`src/rtl/bin2bcd_pkg.sv`:
```
// rtl/bin2bcd_pkg.sv - shared types, constants and sizing helper for the binary-to-BCD converter
package bin2bcd_pkg;

   typedef enum logic [1:0] {
      IDLE  = 2'd0,
      SHIFT = 2'd1,
      DONE  = 2'd2
   } state_e;

   localparam int BCD_W = 4;

   // Decimal digits needed for the largest magnitude a bin_w-bit input can carry.
   function automatic int digits_needed(input int bin_w, input bit signed_flag);
      longint unsigned v;
      int d;
      v = signed_flag ? (64'd1 << (bin_w - 1)) : ((64'd1 << bin_w) - 64'd1);
      d = 1;
      for (int i = 0; i < 20; i++) begin
         if (v >= 64'd10) begin
            v = v / 64'd10;
            d = d + 1;
         end
      end
      return d;
   endfunction

endpackage

```
`src/rtl/bin2bcd_seq_if.sv`:
```
// rtl/bin2bcd_seq_if.sv - input/output handshake bundle of the binary-to-BCD converter
interface bin2bcd_seq_if #(
   parameter int BIN_W  = 16,
   parameter int DIGITS = 5
);
   localparam int NDW = $clog2(DIGITS + 1);

   logic                  in_valid;
   logic                  in_ready;
   logic [BIN_W-1:0]      bin;
   logic                  out_valid;
   logic                  out_ready;
   logic [4*DIGITS-1:0]   bcd;
   logic [NDW-1:0]        ndigits;
   logic                  neg;

   modport master (
      output in_valid, bin, out_ready,
      input  in_ready, out_valid, bcd, ndigits, neg
   );

   modport slave (
      input  in_valid, bin, out_ready,
      output in_ready, out_valid, bcd, ndigits, neg
   );
endinterface

```
`src/rtl/bcd_digit_adj.sv`:
```
// rtl/bcd_digit_adj.sv - double-dabble add-3 correction for one BCD digit
module bcd_digit_adj
   import bin2bcd_pkg::*;
(
   input  logic [BCD_W-1:0] digit_i,
   output logic [BCD_W-1:0] digit_o
);

   assign digit_o = (digit_i >= 4'd5) ? (digit_i + 4'd3) : digit_i;

endmodule

```
`src/rtl/bin2bcd_seq.sv`:
```
// rtl/bin2bcd_seq.sv - multi-cycle shift-and-add-3 binary-to-BCD converter; BIN2BCD_SIGNED_EN enables two's complement input
module bin2bcd_seq
   import bin2bcd_pkg::*;
#(
   parameter int BIN_W  = 16,
   parameter int DIGITS = 5,
   parameter int CNT_W  = $clog2(BIN_W + 1)
) (
   input logic          clk,
   input logic          rst,
   bin2bcd_seq_if.slave bus
);

   localparam int NDW = $clog2(DIGITS + 1);
   localparam int SW  = DIGITS * BCD_W;

`ifdef BIN2BCD_SIGNED_EN
   localparam bit SIGNED_F = 1'b1;
`else
   localparam bit SIGNED_F = 1'b0;
`endif

   generate
      if (BIN_W < 4 || BIN_W > 32) begin : g_width_chk
         $error("bin2bcd_seq: BIN_W must be within 4..32");
      end
      if (digits_needed(BIN_W, SIGNED_F) > DIGITS) begin : g_digits_chk
         $error("bin2bcd_seq: DIGITS too small for BIN_W");
      end
   endgenerate

   state_e           state_q;
   logic [BIN_W-1:0] shreg_q;
   logic [SW-1:0]    scr_q;
   logic [CNT_W-1:0] cnt_q;
   logic [SW-1:0]    bcd_q;
   logic [NDW-1:0]   nd_q;

   logic [SW-1:0]    scr_adj;
   logic [SW-1:0]    scr_shift;
   logic [NDW-1:0]   nd_d;
   logic [BIN_W-1:0] load_d;
   logic             last_shift;

   for (genvar g = 0; g < DIGITS; g++) begin : g_adj
      bcd_digit_adj u_adj (
         .digit_i (scr_q[g*BCD_W +: BCD_W]),
         .digit_o (scr_adj[g*BCD_W +: BCD_W])
      );
   end

   // Adjust first, then shift the binary MSB into the bottom of the digit chain.
   assign scr_shift  = {scr_adj[SW-2:0], shreg_q[BIN_W-1]};
   assign last_shift = (state_q == SHIFT) && (cnt_q == CNT_W'(1));

   always_comb begin
      nd_d = NDW'(1);
      for (int k = 0; k < DIGITS; k++) begin
         if (scr_shift[k*BCD_W +: BCD_W] != 4'd0) begin
            nd_d = NDW'(k + 1);
         end
      end
   end

`ifdef BIN2BCD_SIGNED_EN
   logic neg_d;
   logic sign_q;
   logic neg_q;

   // The most negative input wraps to itself, which is exactly its unsigned magnitude.
   assign load_d = bus.bin[BIN_W-1] ? (~bus.bin + BIN_W'(1)) : bus.bin;
   assign neg_d  = bus.bin[BIN_W-1] && (load_d != '0);

   always_ff @(posedge clk or negedge rst) begin
      if (!rst) begin
         sign_q <= 1'b0;
         neg_q  <= 1'b0;
      end else if ((state_q == IDLE) && bus.in_valid) begin
         sign_q <= neg_d;
      end else if (last_shift) begin
         neg_q  <= sign_q;
      end
   end

   assign bus.neg = neg_q;
`else
   assign load_d  = bus.bin;
   assign bus.neg = 1'b0;
`endif

   always_ff @(posedge clk or negedge rst) begin
      if (!rst) begin
         state_q <= IDLE;
         shreg_q <= '0;
         scr_q   <= '0;
         cnt_q   <= '0;
         bcd_q   <= '0;
         nd_q    <= NDW'(1);
      end else begin
         case (state_q)
            IDLE: begin
               if (bus.in_valid) begin
                  shreg_q <= load_d;
                  scr_q   <= '0;
                  cnt_q   <= CNT_W'(BIN_W);
                  state_q <= SHIFT;
               end
            end
            SHIFT: begin
               scr_q   <= scr_shift;
               shreg_q <= {shreg_q[BIN_W-2:0], 1'b0};
               cnt_q   <= cnt_q - CNT_W'(1);
               if (last_shift) begin
                  bcd_q   <= scr_shift;
                  nd_q    <= nd_d;
                  state_q <= DONE;
               end
            end
            DONE: begin
               if (bus.out_ready) begin
                  state_q <= IDLE;
               end
            end
            default: state_q <= IDLE;
         endcase
      end
   end

   assign bus.in_ready  = (state_q == IDLE);
   assign bus.out_valid = (state_q == DONE);
   assign bus.bcd       = bcd_q;
   assign bus.ndigits   = nd_q;

endmodule

```
`src/flat_wrapper.sv`:
```
// flat-port wrapper written by rule: the top's interface ports become plain ports
module bin2bcd_seq_flat import bin2bcd_pkg::*;
#(
   parameter int BIN_W  = 16,
   parameter int DIGITS = 5,
   parameter int CNT_W  = $clog2(BIN_W + 1)
)
  (clk, rst, bus_in_valid, bus_bin, bus_out_ready, bus_in_ready, bus_out_valid, bus_bcd, bus_ndigits, bus_neg);
  bin2bcd_seq_if #(.BIN_W(BIN_W), .DIGITS(DIGITS)) bus_i ();
  input logic clk;
  input logic rst;
  input wire logic [$bits(bus_i.in_valid)-1:0] bus_in_valid;
  input wire logic [$bits(bus_i.bin)-1:0] bus_bin;
  input wire logic [$bits(bus_i.out_ready)-1:0] bus_out_ready;
  output wire logic [$bits(bus_i.in_ready)-1:0] bus_in_ready;
  output wire logic [$bits(bus_i.out_valid)-1:0] bus_out_valid;
  output wire logic [$bits(bus_i.bcd)-1:0] bus_bcd;
  output wire logic [$bits(bus_i.ndigits)-1:0] bus_ndigits;
  output wire logic [$bits(bus_i.neg)-1:0] bus_neg;
  assign bus_i.in_valid = bus_in_valid;
  assign bus_i.bin = bus_bin;
  assign bus_i.out_ready = bus_out_ready;
  assign bus_in_ready = bus_i.in_ready;
  assign bus_out_valid = bus_i.out_valid;
  assign bus_bcd = bus_i.bcd;
  assign bus_ndigits = bus_i.ndigits;
  assign bus_neg = bus_i.neg;
  bin2bcd_seq #(.BIN_W(BIN_W), .DIGITS(DIGITS), .CNT_W(CNT_W)) u_core (.clk(clk), .rst(rst), .bus(bus_i));
endmodule
```
`config.mk`:
```
export PLATFORM = sky130hd
export DESIGN_NAME = bin2bcd_seq_flat
export DESIGN_NICKNAME = d
export VERILOG_FILES = /design/src/rtl/bin2bcd_pkg.sv /design/src/rtl/bin2bcd_seq_if.sv /design/src/rtl/bcd_digit_adj.sv /design/src/rtl/bin2bcd_seq.sv /design/src/flat_wrapper.sv
export SDC_FILE = /design/constraint.sdc
export NUM_CORES = 1
export LEC_CHECK = 0
export ABC_AREA = 1
export BUFFER_PORTS_ARGS = -buffer_cell sky130_fd_sc_hd__buf_2
export CORE_MARGIN = 2
export CORE_UTILIZATION = 56
export DETAILED_ROUTE_END_ITERATION = 7
export GPL_ROUTABILITY_DRIVEN = 1
export PLACE_DENSITY_LB_ADDON = 0.12
export SETUP_SLACK_MARGIN = 0.2
export SLEW_MARGIN = 20
export SYNTH_ARGS = -nofsm -noshare
export SYNTH_HDL_FRONTEND = slang
export SYNTH_SLANG_ARGS = --single-unit
```
`constraint.sdc`:
```
create_clock -name clk -period 2.1 [get_ports clk]
set_input_delay 0.21 -clock clk [delete_from_list [all_inputs] [get_ports clk]]
set_output_delay 0.21 -clock clk [all_outputs]
set_load 0.02 [all_outputs]
```
==> results.py, run 1 <==
metrics = {
    "critical_path": {
        "cp_top_family": "simple AND/OR/NAND/NOR gates",
        "end_kind": "flop",
        "critical_path_arrival_ps": 1940,
        "path_cells": "inv_1 -> ha_1 -> nor2_4 -> nor2_4 -> nand2_2 -> nand2_2 -> nand2_4 -> inv_2 -> nand2_1 -> nor2_2 -> a21oi_1",
        "cp_num_buf_inv": 2,
        "critPathMaxStageDelay_ps": 440,
        "start_kind": "flop",
        "worst_ep_required_time_ps": 2290,
        "cp_max_fo": 5,
        "criticalPathCategory": "flop to flop",
        "cpMaxStageDelayCell": "dfrtp_1",
    },
    "clock_network": {
        "hold_buffers": 1,
        "cts.clk_slew.worst_paths_ps": 70,
        "post_cts_resized": 0,
        "post-cts-setup-buffers": 0,
        "insertion_delay_ps": 340,
        "htreeDepth": 3,
        "cts_tree": "done",
        "cts.sinks": 66,
        "root_buffer": "clkbuf_8",
        "numCtsBuffers": 9,
        "clockBufferDepth": 2,
    },
    "sta": {
        "period_needed_ps": 1750,
        "rsz0062_at_grt": "false",
        "finalSetupTns_ps": 0,
        "hold_ws_ps": 48.2,
        "fin_ws_ps": 353,
        "setup_viol": 0,
        "hold_violations": 0,
        "slew_headroom_pct": 58.3,
        "fin_crit_sh_pct": 83.2,
        "worst_pin_slew_ps": 625,
        "skew_ps": 6.63,
        "fmax_mhz": 573,
        "drv_slew": 0,
    },
    "drt": {
        "vias": 2602,
        "route.detailed.drc": 0,
        "ant_nets": 0,
        "drt_wl_total_mm": 6.26,
        "via_per_inst": 5.20,
        "drt-wirelength-per-cell_um": 12.5,
        "firstDrtPassIters": 5,
        "initialDrtViolationCount": 138,
    },
    "yosys": {
        "synth_mux_area_share_pct": 0.302,
        "ys_seq_elements": 66,
        "synth_fa_ha_area_share_pct": 4.53,
        "synth_nets": 406,
        "syn_area_mm2": 0.00332,
        "yosysSeqAreaShare_pct": 49.8,
        "yosys.area_share.simple_pct": 19.5,
        "syn_inst": 374,
        "synth.avg_cell_area_um2": 8.87,
        "synth_top_family_by_area": "simple AND/OR/NAND/NOR gates",
        "netlist-cell-type-count": 39,
        "synth_compound_area_share_pct": 15.4,
        "synth_xor_area_share_pct": 1.28,
        "synth_warnings": 0,
    },
    "global_routing": {
        "overflow": 0,
        "grtUsageTotal_pct": 21.5,
        "grt_pass1_vias": 2407,
        "grt_antenna_before_repair": 0,
        "grt_max_degree": 48,
        "grt_pass1_wl_mm": 10.8,
    },
    "cells_and_area": {
        "fill_cells": 518,
        "antenna_cells": 0,
        "design_area_mm2": 0.00377,
        "fin_nets": 452,
        "drive_above_1_share_pct": 20.9,
        "area_growth_pct": 13.7,
    },
    "pwr": {
        "powerDensity_mw_per_mm2": 1710,
        "p_leak_nw": 1.95,
        "p_total_mw": 6.45,
        "vdd_drop_max_mv": 0.840,
    },
    "floorplanning": {
        "die_area_mm2": 0.00655,
        "die_h_um": 81.0,
        "ioPinCount": 46,
        "row_count": 28,
        "core_mm2": 0.00582,
        "start_util_pct": 57.0,
        "die_w_um": 81.0,
    },
    "placed_design": {
        "io_buffers": 44,
        "dpl.hpwl_mm": 4.34,
        "gp_congestion": 0.929,
        "placed_area_mm2": 0.00358,
        "dp_slack_ps": 386,
    },
    "status": {
        "status": "completed",
    },
    "min_path": {
        "hp-class": "input pin to flop",
    },
    "run": {
        "cap_violations": 0,
    },
}
state kept, by name (all words and copies together), names as in the netlist:
signal and cells:
u_core.bus.bcd 20, u_core.scr_q 20, u_core.shreg_q 16, u_core.cnt_q 5, u_core.bus.ndigits 3, u_core.state_q 2
worst reg2reg max path, stage by stage (launching register included):
cell and delay, ps:
dfrtp_1 440, inv_1 140, ha_1 220, nor2_4 60
nor2_4 200, nand2_2 80, nand2_2 120, nand2_4 60
inv_2 40, nand2_1 50, nor2_2 130, a21oi_1 50
path summary, 6_finish.rpt:
path                                          from                    end  slack [ps]  cells after the start
worst min-delay path                 bus_out_ready      u_core.state_q[1]          50                      2
max in group asynchronous                      rst        u_core.cnt_q[3]        1130                      3
worst max register to register    u_core.scr_q[12]  u_core.bus.ndigits[2]         350                     11
min in group asynchronous                      rst     u_core.bus.bcd[12]         370                      2
worst min register to register  u_core.bus.bcd[16]     u_core.bus.bcd[16]         480                      2
worst max-delay path              u_core.scr_q[12]  u_core.bus.ndigits[2]         350                     11
area by class of cell:
type / count / area [um^2] / area share (%)
Multi-Input combinational cell: 237 / 1360 / 36.1
Clock buffer: 13 / 139 / 3.68
Tap cell: 75 / 93.8 / 2.49
Sequential cell: 66 / 1650 / 43.8
Inverter: 59 / 226 / 6.01
Timing Repair Buffer: 47 / 258 / 6.83
Clock inverter: 3 / 40.0 / 1.06
cells in the mapped netlist (all sizes together):
master,instances,area (um^2)
nor3,2,10.0
o21ai,31,155
o221ai,7,80.1
dfstp,1,26.3
dfrtp,65,1630
or2,2,12.5
nand2,105,424
o31ai,1,7.51
xor2,4,42.6
o22ai,21,138
nor2,17,108
buf,8,61.3
nor2b,1,6.26
clkbuf,4,15.0
o211ai,9,87.6
a21oi,6,33.8
nand3,12,60.1
o21a,1,7.51
ha,12,150
conb,1,3.75
inv,59,226
mux2i,1,10.0
nand4,4,25.0
per-stage QoR:
step / util, % / std cells
after floorplan: - / 374
after global placement: 61.6 / 483
after detailed placement: 61.6 / 483
after CTS: 64.8 / 500
after global routing: 64.8 / 500
final: 64.8 / 500
metal layers:
layer  up-vias  wire length [um]  global-route usage (%)
met5         -                 0                       0
met4         0               176                    11.5
met3        16               186                    3.78
met2        50              2880                    34.0
met1      1217              3020                    28.4
li1       1319                 -                       -
cells in the final DEF, fill, tap and decap left out, types with 2 or more instances in the layout:
cell,Yosys,routed
xor2_1,3,3
a21oi_1,5,5
nor3_1,2,2
nand2_2,3,3
clkbuf_1,4,4
o21ai_1,21,21
clkinv_2,0,2
nor2_2,2,2
o21ai_0,10,10
nor2_4,3,3
dfrtp_1,65,65
o211ai_2,4,4
o221ai_2,3,3
nand4_1,4,4
inv_2,5,5
nor2_1,11,11
buf_2,4,44
o221ai_1,4,4
inv_1,52,52
o211ai_1,5,5
inv_4,2,2
o22ai_1,20,20
nand2_1,99,99
nand3_1,12,12
ha_1,12,12
nand2_4,3,3
clkbuf_8,0,9
report_power, final:
group          internal, mW  switching [mW]  total (mW)
clock network         0.547           0.458        1.00
logic                  1.13            2.11        3.24
registers              1.87           0.323        2.20
total                  3.55            2.89        6.45
cell families (layout without fill, tap and decap cells):
family / Yosys count / count (layout)
and+or+nand+nor: 143 / 143
AOI/OAI and AO/OA: 76 / 76
buffers and inverters: 71 / 122
DFF: 66 / 66
adders and majority gates: 12 / 12
xor gates and xnor gates: 4 / 4
other: 1 / 1
muxes: 1 / 1
No activity file was read; power rests on OpenSTA's default activity.
==> run 2, diff against run 1 <==
clock period = 1.7 ns   (was 2.1 ns; I/O delays follow)
==> results.py, run 2 (synthesized netlist as in run 1, its figures left out) <==
metrics = {
    "status": {
        "status": "completed",
    },
    "critical_path": {
        "cp_num_buf_inv": 1,
        "cp_max_fo": 5,
        "end_kind": "flop",
        "cpMostUsedCell": "nand2_1",
        "cp_top_family": "simple AND/OR/NAND/NOR gates",
        "criticalPathCategory": "flop to flop",
        "r2r-start": "u_core.scr_q[12]",
        "start_kind": "flop",
        "cpMaxStageDelayCell": "dfrtp_2",
        "cp_num_cells": 12,
        "r2r_cells": 12,
        "rrSetupSlack_ps": 90,
        "critPathMaxStageDelay_ps": 440,
        "startpoint": "u_core.scr_q[12]",
        "critical_path_arrival_ps": 1890,
        "path_cells": "ha_2 -> nand2_1 -> nand2_2 -> nor2_4 -> nand2_2 -> nand2_2 -> nand2_4 -> inv_2 -> nand2_1 -> nor2_4 -> nand2_1 -> nand2_1",
        "worst_ep_required_time_ps": 1980,
    },
    "cells_and_area": {
        "area_growth_pct": 25.6,
        "drive_above_1_share_pct": 34.8,
        "design_area_mm2": 0.00417,
        "antenna_cells": 0,
        "fin_nets": 475,
        "final_common_cell": "nand2_1",
        "fill_cells": 485,
        "final_cell_mix": "nand2_1 (88), dfrtp_1 (64), buf_2 (44)",
    },
    "drt": {
        "initialDrtViolationCount": 164,
        "route.detailed.drc": 0,
        "top_layer": "met4",
        "ant_nets": 0,
        "wl_met3_um": 304,
        "drt-wirelength-per-cell_um": 13.6,
        "via_per_inst": 5.27,
        "firstDrtPassIters": 4,
        "drt_wl_total_mm": 7.13,
        "wl_met1_mm": 3.23,
        "vias": 2754,
        "wl_met2_mm": 3.48,
    },
    "floorplanning": {
        "die_area_mm2": 0.00655,
        "start_util_pct": 57.0,
        "die_h_um": 81.0,
        "die_w_um": 81.0,
        "row_count": 28,
        "core_mm2": 0.00582,
        "ioPinCount": 46,
    },
    "placed_design": {
        "io_buffers": 44,
        "gp_congestion": 0.908,
        "dpl.hpwl_mm": 4.65,
        "placed_area_mm2": 0.00364,
    },
    "sta": {
        "setup_viol": 0,
        "period_needed_ps": 1610,
        "drv_slew": 0,
        "hold_violations": 0,
        "rsz0062_at_grt": "true",
        "skew_ps": 10.7,
        "fin_crit_sh_pct": 94.6,
        "fmax_mhz": 622,
    },
    "min_path": {
        "holdCritStartpoint": "bus_out_ready",
        "hold_depth": 2,
        "hp-class": "input pin to flop",
    },
    "clock_network": {
        "cts_tree": "done",
        "insertion_delay_ps": 340,
        "cts.sinks": 66,
        "cts.clk_slew.worst_paths_ps": 70,
        "numCtsBuffers": 9,
        "htreeDepth": 3,
        "root_buffer": "clkbuf_8",
        "clockBufferDepth": 2,
    },
    "global_routing": {
        "grt_max_degree": 42,
        "grt_antenna_before_repair": 0,
        "grtUsageTotal_pct": 22.7,
        "overflow": 0,
        "grt_pass1_wl_mm": 11.4,
        "grt_pass1_vias": 2663,
    },
    "pwr": {
        "vdd_drop_max_mv": 1.17,
        "powerDensity_mw_per_mm2": 2250,
        "p_total_mw": 9.35,
        "p_leak_nw": 2.11,
    },
    "run": {
        "cap_violations": 0,
    },
}
-- run 2: worst paths after layout --
kind                                               to
max in group asynchronous            u_core.scr_q[12]
worst max-delay path            u_core.bus.ndigits[1]
worst max register to register  u_core.bus.ndigits[1]
worst min-delay path                u_core.state_q[1]
min in group asynchronous             u_core.scr_q[9]
worst min register to register      u_core.bus.bcd[1]
-- run 2: final cells by class --
class                           count  area, um^2  share of cell area (%)
Sequential cell                    66        1650                    39.7
Tap cell                           75        93.8                    2.25
Timing Repair Buffer               70         438                    10.5
Clock inverter                      4        97.6                    2.34
Multi-Input combinational cell    237        1490                    35.7
Clock buffer                       12         155                    3.72
Inverter                           59         239                    5.74
-- run 2: what timing repair did --
item / 4_1_cts / 5_1_grt
cloned: 0 / 0
buffers inserted: 13 / 3
gates resized for setup: 29 / 22
hold buffers: 1 / 0
pin swaps: 13 / 15
endpoints found under the setup margin: 23 / 30
hold endpoints to repair: 65 / 0
-- run 2: worst register-to-register path, delay by kind of cell, from the launching register on --
family                     cells  cell delay (ps)
and+or+nand+nor               10              880
buffers and inverters          1               40
adders and majority gates      1              190
DFF                            1              440
-- run 2: power by group --
| part | leakage, nW | switching (mW) | total (mW) | internal [mW] |
|---|---|---|---|---|
| registers | 0.823 | 0.429 | 2.74 | 2.31 |
| logic | 1.17 | 3.00 | 4.96 | 1.95 |
| clock network | 0.123 | 0.601 | 1.66 | 1.06 |
-- run 2: per-stage QoR --
stage          setup TNS (ps)  hold slack (ps)  std cells  worst slack [ps]  util [%]
3_5_place_dp            -72.6              231        490             -47.1      62.5
5_1_grt                     0            0.624        523              20.9      71.6
6_report                    0             8.98        523              91.6      71.6
4_1_cts                     0             1.19        520               166      69.9
2_1_floorplan               0             -126        374               203         -
3_3_place_gp                0              229        490              14.6      62.5
-- run 2: routing by layer --
| layer | track usage, % | vias to the layer above |
|---|---|---|
| met4 | 8.81 | 0 |
| met2 | 37.9 | 68 |
| met1 | 28.2 | 1323 |
| met3 | 5.89 | 10 |
| met5 | 0 | - |
| li1 | - | 1353 |
